--- src/rtl/mgmt_bus_initiator.sv ---
// Management register bus initiator: turns the QSPI byte stream into register reads/writes.
// Frame = 16-bit header {rw, addr[14:0]} followed by data bytes at an auto-incrementing address.
module mgmt_bus_initiator #(
   parameter int READ_TIMEOUT = 255
) (
   input  logic        clk,
   input  logic        rst_n,
   input  logic        start,
   input  logic        rx_valid,
   input  logic [7:0]  rx_data,
   input  logic        tx_ready,
   output logic        tx_valid,
   output logic [7:0]  tx_data,
   output logic        rd_en,
   output logic [15:0] rd_addr,
   input  logic        rd_valid,
   input  logic [7:0]  rd_data,
   output logic        wr_en,
   output logic [15:0] wr_addr,
   output logic [7:0]  wr_data,
   output logic        rd_timeout,
   output logic        busy
);

   // state    | meaning
   // IDLE     | out of reset, waiting for the first start
   // HDR_HI   | expecting header byte {rw, addr[14:8]}
   // HDR_LO   | expecting header byte addr[7:0]
   // WRITE    | every rx byte becomes a register write at ptr
   // RD_ISSUE | issue rd_en at ptr once no discarded read is outstanding
   // RD_WAIT  | waiting for rd_valid or timer terminal count
   // RD_HOLD  | read byte presented on tx, waiting for tx_ready

   typedef enum logic [2:0] {
      IDLE, HDR_HI, HDR_LO, WRITE, RD_ISSUE, RD_WAIT, RD_HOLD
   } state_t;

   localparam logic [15:0] TMR_LOAD = 16'(READ_TIMEOUT - 1);

   state_t      state, state_nxt;
   logic [14:0] ptr;
   logic        rw_flag;
   logic        discard;
   logic [15:0] tmr;

   logic outstanding, hdr_hi_ld, hdr_lo_ld, wr_fire, issue_rd;
   logic rsp_data, rsp_expire, rsp_keep;

   always_ff @(posedge clk or negedge rst_n) begin
      if (!rst_n) state <= IDLE;
      else        state <= state_nxt;
   end

   always_comb begin
      state_nxt = state;
      if (start) begin
         state_nxt = HDR_HI;
      end else begin
         case (state)
            IDLE, WRITE: state_nxt = state;
            HDR_HI:      if (rx_valid) state_nxt = HDR_LO;
            HDR_LO:      if (rx_valid) state_nxt = rw_flag ? RD_ISSUE : WRITE;
            RD_ISSUE:    if (!discard) state_nxt = RD_WAIT;
            RD_WAIT:     if (rsp_data || rsp_expire) state_nxt = RD_HOLD;
            RD_HOLD:     if (tx_ready) state_nxt = RD_ISSUE;
            default:     state_nxt = IDLE;
         endcase
      end
   end

   always_comb begin
      // a read is in flight either for this frame or for an aborted one
      outstanding = (state == RD_WAIT) || discard;
      hdr_hi_ld   = !start && (state == HDR_HI) && rx_valid;
      hdr_lo_ld   = !start && (state == HDR_LO) && rx_valid;
      wr_fire     = !start && (state == WRITE) && rx_valid;
      issue_rd    = !start && (state == RD_ISSUE) && !discard;
      rsp_data    = outstanding && rd_valid;
      // an aborted read expiring under a write strobe waits one cycle so the pulses never overlap
      rsp_expire  = outstanding && !rd_valid && (tmr == 16'd0) && !wr_fire;
      rsp_keep    = !start && !discard && (state == RD_WAIT) && (rsp_data || rsp_expire);
   end

   always_ff @(posedge clk or negedge rst_n) begin
      if (!rst_n) begin
         ptr        <= '0;
         rw_flag    <= 1'b0;
         discard    <= 1'b0;
         tmr        <= '0;
         rd_en      <= 1'b0;
         rd_addr    <= '0;
         wr_en      <= 1'b0;
         wr_addr    <= '0;
         wr_data    <= '0;
         rd_timeout <= 1'b0;
         tx_valid   <= 1'b0;
         tx_data    <= '0;
      end else begin
         rd_en      <= issue_rd;
         wr_en      <= wr_fire;
         rd_timeout <= rsp_expire;

         if (hdr_hi_ld) begin
            rw_flag     <= rx_data[7];
            ptr[14:8]   <= rx_data[6:0];
         end else if (hdr_lo_ld) begin
            ptr[7:0]    <= rx_data;
         end else if (wr_fire || rsp_keep) begin
            ptr         <= ptr + 15'd1;
         end

         if (wr_fire) begin
            wr_addr <= {1'b0, ptr};
            wr_data <= rx_data;
         end

         // rd_addr changes only here so the responder sees it stable through its wait states
         if (issue_rd) begin
            rd_addr <= {1'b0, ptr};
            tmr     <= TMR_LOAD;
         end else if (outstanding && (tmr != 16'd0)) begin
            tmr     <= tmr - 16'd1;
         end

         if (start && (state == RD_WAIT) && !rsp_data && !rsp_expire)
            discard <= 1'b1;
         else if (discard && (rsp_data || rsp_expire))
            discard <= 1'b0;

         if (start) begin
            tx_valid <= 1'b0;
         end else if (rsp_keep) begin
            tx_valid <= 1'b1;
            tx_data  <= rsp_data ? rd_data : 8'hFF;
         end else if ((state == RD_HOLD) && tx_ready) begin
            tx_valid <= 1'b0;
         end
      end
   end

   assign busy = (state != IDLE) || discard;

endmodule

--- config.mk ---
export PLATFORM = sky130hd
export DESIGN_NAME = mgmt_bus_initiator
export DESIGN_NICKNAME = d
export VERILOG_FILES = /design/src/rtl/mgmt_bus_initiator.sv
export SDC_FILE = /design/constraint.sdc
export NUM_CORES = 1
export LEC_CHECK = 0
export ABC_CLOCK_PERIOD_IN_PS = 3200
export CAP_MARGIN = 10
export CELL_PAD_IN_SITES_DETAIL_PLACEMENT = 0
export CELL_PAD_IN_SITES_GLOBAL_PLACEMENT = 1
export CORE_MARGIN = 2
export CORE_UTILIZATION = 40
export CTS_CLUSTER_DIAMETER = 80
export DETAILED_ROUTE_END_ITERATION = 8
export PLACE_DENSITY_LB_ADDON = 0.1
export SYNTH_ARGS = -nofsm -noshare
export SYNTH_HDL_FRONTEND = slang
export SYNTH_SLANG_ARGS = --single-unit
--- constraint.sdc ---
create_clock -name clk -period 3.2 [get_ports clk]
set_input_delay 0.48 -clock clk [delete_from_list [all_inputs] [get_ports clk]]
set_output_delay 0.48 -clock clk [all_outputs]
set_load 0.005 [all_outputs]
Yosys cells after proc, flatten, opt, wreduce, memory -nomap -nowiden
Cells that the tools add are included.
- output and inout port bits: 53
- logic and storage cells: 96
- register bits after elaboration: 86
- input port bits: 22
- add/sub/neg operators: 2
- eq/ne operators: 13
- reduce and logical (&&, ||, !) cells: 45
- muxes and demuxes: 20
- bitwise operators: 2
- operator list (kind ; number):
    16-bit 2-to-1 mux ; 2
    1-bit logical AND ; 21
    3-bit 2-to-1 mux ; 7
    3-bit one-hot mux with 6 select lines ; 1
    16-bit logical NOT ; 1
    8-bit 2-to-1 mux ; 2
    16-bit nonzero test ; 1
    16-bit by 1-bit subtractor with 16-bit output, second input constant ; 1
    15-bit by 1-bit adder with 15-bit output, second input constant ; 1
    15-bit 2-to-1 mux ; 1
    7-bit 2-to-1 mux ; 2
    3-bit != test, second input constant ; 4
    3-bit equality test, second input constant ; 3
    2-bit nonzero test ; 4
    3-bit by 2-bit equality test with 1-bit output, second input constant ; 2
    1-bit logical NOT ; 6
    2-bit AND reduction ; 3
    6-bit AND reduction ; 1
    3-bit nonzero test ; 2
    1-bit 2-to-1 mux ; 5
    1-bit logical OR ; 4
    2-bit != test, second input constant ; 2
    3-bit by 1-bit equality test with 1-bit output, second input constant ; 1
    3-bit logical NOT ; 1
    3 further kinds ; 4

Depth between registers and ports, before layout
- depth after elaboration: 11
- depth in mapped cells: 9
- depth with buffers taken out: 8

Worst setup path before layout
No wires, ideal clock.
- kind: register to register
- start: reg tmr[0]
- end: reg ptr[7]
- stages on the path, launching flop included: 10
- clock period less this slack: 2.524 ns
- arrival: 2.400 ns
- data required time: 3.075 ns
- setup slack: 0.676 ns
- path buffers: 1
- library setup time: 0.125 ns
- cells stage by stage: dfrtp_1 -> inv_1 -> ha_1 -> or4b_1 -> or4_4 -> buf_6 -> o211a_4 -> nor3b_2 -> xor2_1 -> mux2_2
- longest elaborated chain between the ends: 8
- ends and longest elaborated chain (what ; line ; source):
    start, declared ; 44 ; logic [15:0] tmr;
    start signal, assigned ; 122 ; tmr <= tmr - 16'd1;
    16-bit logical NOT ; 80 ; rsp_expire = outstanding && !rd_valid && (tmr == 16'd0) && !wr_fire;
    1-bit logical AND (2 in series) ; 80 ;
    1-bit logical OR ; 81 ; rsp_keep = !start && !discard && (state == RD_WAIT) && (rsp_data || rsp_expire);
    1-bit logical AND ; 81 ;
    1-bit logical OR ; 108 ; end else if (wr_fire || rsp_keep) begin
    2-bit nonzero test (no source line) ; -- ;
    2-bit AND reduction (no source line) ; -- ;
    end signal, assigned ; 107 ; ptr[7:0] <= rx_data;
    end signal, assigned ; 109 ; ptr <= ptr + 15'd1;
    end, declared ; 41 ; logic [14:0] ptr;
No other way between the ends.
A chain may end at the register's enable or synchronous reset.

Worst setup path in the final report
- start: reg state[2]
- end: reg ptr[7]
- longest elaborated chain between the ends: 10
- elaborated cells between the ends (all ways): 24
- classes of those cells: eq/ne (4); mux (1); bitwise (1); reduce/logical (18)
- ends and longest elaborated chain (what ; line ; source):
    start, declared ; 40 ; state_t state, state_nxt;
    start signal, assigned ; 51 ; else state <= state_nxt;
    3-bit equality test / 3-bit by 2-bit equality test with 1-bit output (equally long branches) ; 73, 81, 76 ;
    1-bit logical OR / 1-bit logical AND (equally long branches) ; 73, 76 ;
    1-bit logical AND (on tied branches) ; 80, 76 ;
    1-bit logical AND / 1-bit logical NOT (equally long branches) ; 80 ;
    1-bit logical AND ; 80 ;
    1-bit logical OR ; 81 ;
    1-bit logical AND ; 81 ;
    1-bit logical OR ; 108 ;
    2-bit nonzero test (no source line) ; -- ;
    2-bit AND reduction (no source line) ; -- ;
Parallel ways exist; a longest one is shown, timed or not.

==> results.yml <==
die:
  ios: 75
  die_h_um: 102.6
  rows: 35
  die_w_um: 102.6
  core_sq_um: 9328
  start_util: 0.4170
  die-area_sq_um: 10530
grt:
  grt_usage: 0.1893
  grt_max_degree: 80
  antenna_found_initial: 0
  grt_pass1_wl_um: 15320
  grt.overflow.total: 0
  grt_pass1_vias: 2983
min_path:
  hp-class: "input port to asynchronous set/reset pin"
sta:
  setup_tns_ns: 0
  setup_ws_ns: 0.5674
  max-slew-margin-rel: 0.3255
  rsz0062_at_grt: "false"
  setup_violations: 0
  period_minus_slack_ns: 2.633
  final_hold_viol_count: 0
  fin_crit_sh: 0.8227
  skew_ns: 0.01849
  maxSlewViolCount: 0
  fmax_mhz: 379.9
  tightest_slew_ns: 1.012
routing:
  routed-wl-met3_um: 478
  wirelength_um: 9181
  ant_nets: 0
  met1_length_um: 4379
  topRoutingLayerUsed: "met4"
  viasPerCell: 5.127
  wl_per_cell_um: 15.99
  drc: 0
  dr_wl_met2_um: 4240
  num_vias: 2943
  dr.pass1.iters: 4
  drtIter0Drc: 151
clock_network:
  numClockSinks: 86
  post_cts_buffers: 0
  cts_root_buf: "clkbuf_8"
  clk_pin_slew_ns: 0.09
  htreeDepth: 3
  cts_resized: 0
  clock_path_buffers: 2
  numCtsBuffers: 9
  cts_tree: "yes"
  insertion_delay_ns: 0.36
  ctsHoldBuffers: 0
synth:
  yosysWarnings: 0
  synth_top_area_cell: "dfrtp_1"
  async_flop_share: 1.000
  synth.area.top_cells: "dfrtp_1, mux2_2, nand2_1"
  synth.top_cell.area_share: 0.5532
  synth_area_sq_um: 3890
  avgSynthCellArea_sq_um: 10.57
  synth.distinct_cells: 54
  synth-seq-cells: 86
  synth_ff_type: "dfrtp_1"
  yosysSeqAreaShare: 0.5532
  synth_edf_count: 0
  synthCells: 368
critical_path:
  crit_path_end_kind: "register"
  slowest_delay_ns: 0.59
  rr_startpoint: "state[2]"
  crit_slowest_cell: "dfrtp_1"
  cp_data_arrival_time_ns: 2.88
  path_cells: "or3b_2, or3_1, o211a_4, nor3b_2, xor2_1, mux2_2"
  r2r_cells: 6
  r2r-end: "ptr[7]"
  cp-start-kind: "register"
  r2r_slack_ns: 0.57
  crit_required_ns: 3.45
  path_class: "register to register"
  worst-path-max-fanout: 13
placed_design:
  place_inst: 558
  dp_slack_ns: 0.4610
  dp_hpwl_um: 6225
  numPortBuffers: 72
  gp_congestion: 0.8131
final_layout:
  post_layout_nonfiller_instances: 574
  n_antenna_cell: 0
  drive_above_1_share: 0.1393
  finalNetCount: 465
  area_growth_pct: 27.82
pwr:
  irDropWorstVdd_v: 0.0003767
  leakagePower_uw: 0.002127
  power_per_cell_area_nw_per_um2: 853.1
run:
  max-cap-violations: 0
status:
  status: "completed"
-- per-stage QoR --
stage	utilization	total power, uW	instance area (sq um)	hold slack, ns
after global placement	0.5084	3376	4742	0.4615
after floorplan	-	2576	3894	0.1844
after detailed placement	0.5084	3401	4742	0.4647
after global routing	0.5331	4560	4972	0.3541
after CTS	0.5331	4295	4972	0.3134
final	0.5331	4242	4972	0.2980
-- cells in the final DEF, fill, tap and decap left out, types with 2 or more instances in the layout --
master,synthesis,routed
nor3_1,17,17
or4_1,2,2
mux2_2,24,24
nand2b_1,2,2
nor2_1,20,20
or3_1,5,5
o31ai_1,3,3
or4_4,2,2
xnor2_1,13,13
nand2_1,69,69
o211ai_1,4,4
buf_4,2,9
a21oi_1,12,12
bufinv_16,0,2
nand3b_1,2,2
nand4_1,4,4
clkinvlp_4,0,2
or2_2,2,2
o22a_1,8,8
dfrtp_1,86,86
nand3_1,8,8
ha_1,3,3
clkdlybuf4s50_1,0,71
o21ai_0,12,12
clkbuf_8,0,10
inv_1,10,10
xor2_1,10,10
and3_1,4,4
conb_1,1,2
-- report_power, final --
part	internal, uW	switching (uW)	total [uW]
registers	1520	422	1940
logic	880	551	1430
clock network	465	401	866
total	2870	1370	4240
-- layer usage --
metal / up-vias / track usage
met3: 9 / 0.05085
met5: - / 0
met1: 1440 / 0.2703
met2: 84 / 0.2846
li1: 1410 / -
met4: 0 / 0.05333
-- sequential cells by signal, indices dropped and copies added (netlist names) --
name        cells
rd_timeout      1
wr_en           1
tx_valid        1
rd_en           1
ptr            15
rd_addr        15
tx_data         8
wr_addr        15
discard         1
rw_flag         1
wr_data         8
state           3
tmr            16
-- worst max-delay path: cells and delay by family, from the launching register on --
| kind | cells | cell delay, ns |
|---|---|---|
| mux | 1 | 0.27 |
| simple gates | 3 | 1.32 |
| xor+xnor | 1 | 0.08 |
| flops | 1 | 0.59 |
| compound gates | 1 | 0.27 |
-- final cells by class --
cell class / instances / area (sq um)
clock inverters: 6 / 92.59
flip-flops and latches: 86 / 2152
multi-input cells: 253 / 1613
repair buffers: 80 / 778.2
fillers: 863 / 4355
clock buffers: 10 / 137.6
inverters: 10 / 37.54
well taps: 129 / 161.4
-- synthesized netlist by cell type, types with 2 or more instances --
cell type   n
mux2_2     24
nand2_1    69
and3_1      4
ha_1        3
or2_2       2
xnor2_1    13
a21oi_1    12
nor2_1     20
nand3_1     8
clkbuf_1   14
xor2_1     10
nand4_1     4
nand3b_1    2
buf_4       2
buf_1       2
or4_1       2
o22a_1      8
o211ai_1    4
nor3_1     17
inv_1      10
dfrtp_1    86
nand2b_1    2
o21ai_0    12
or4_4       2
or3_1       5
o31ai_1     3
-- cell families (layout without fill, tap and decap cells) --
group	count (synthesis)	count (layout)	synth area share
adders and majority gates	3	3	0.009650
AOI/OAI and AO/OA	52	52	0.09360
xor gates and xnor gates	23	23	0.05178
buffers and inverters	30	106	0.03313
other	1	2	0.0009640
and+or+nand+nor	148	148	0.1856
DFF	86	86	0.5532
muxes	25	25	0.07205
-- worst max-delay path by stage --
stage	start	end	slack (ns)	cells past startpoint
finish	state[2]	ptr[7]	0.57	6
global route	tmr[0]	ptr[12]	0.39	8
CTS	tmr[0]	ptr[7]	0.58	8
detailed placement	start	ptr[7]	0.46	7
global placement	start	ptr[7]	0.53	7
floorplan	tmr[0]	ptr[7]	0.68	9
No activity file was read; power rests on OpenSTA's default activity.
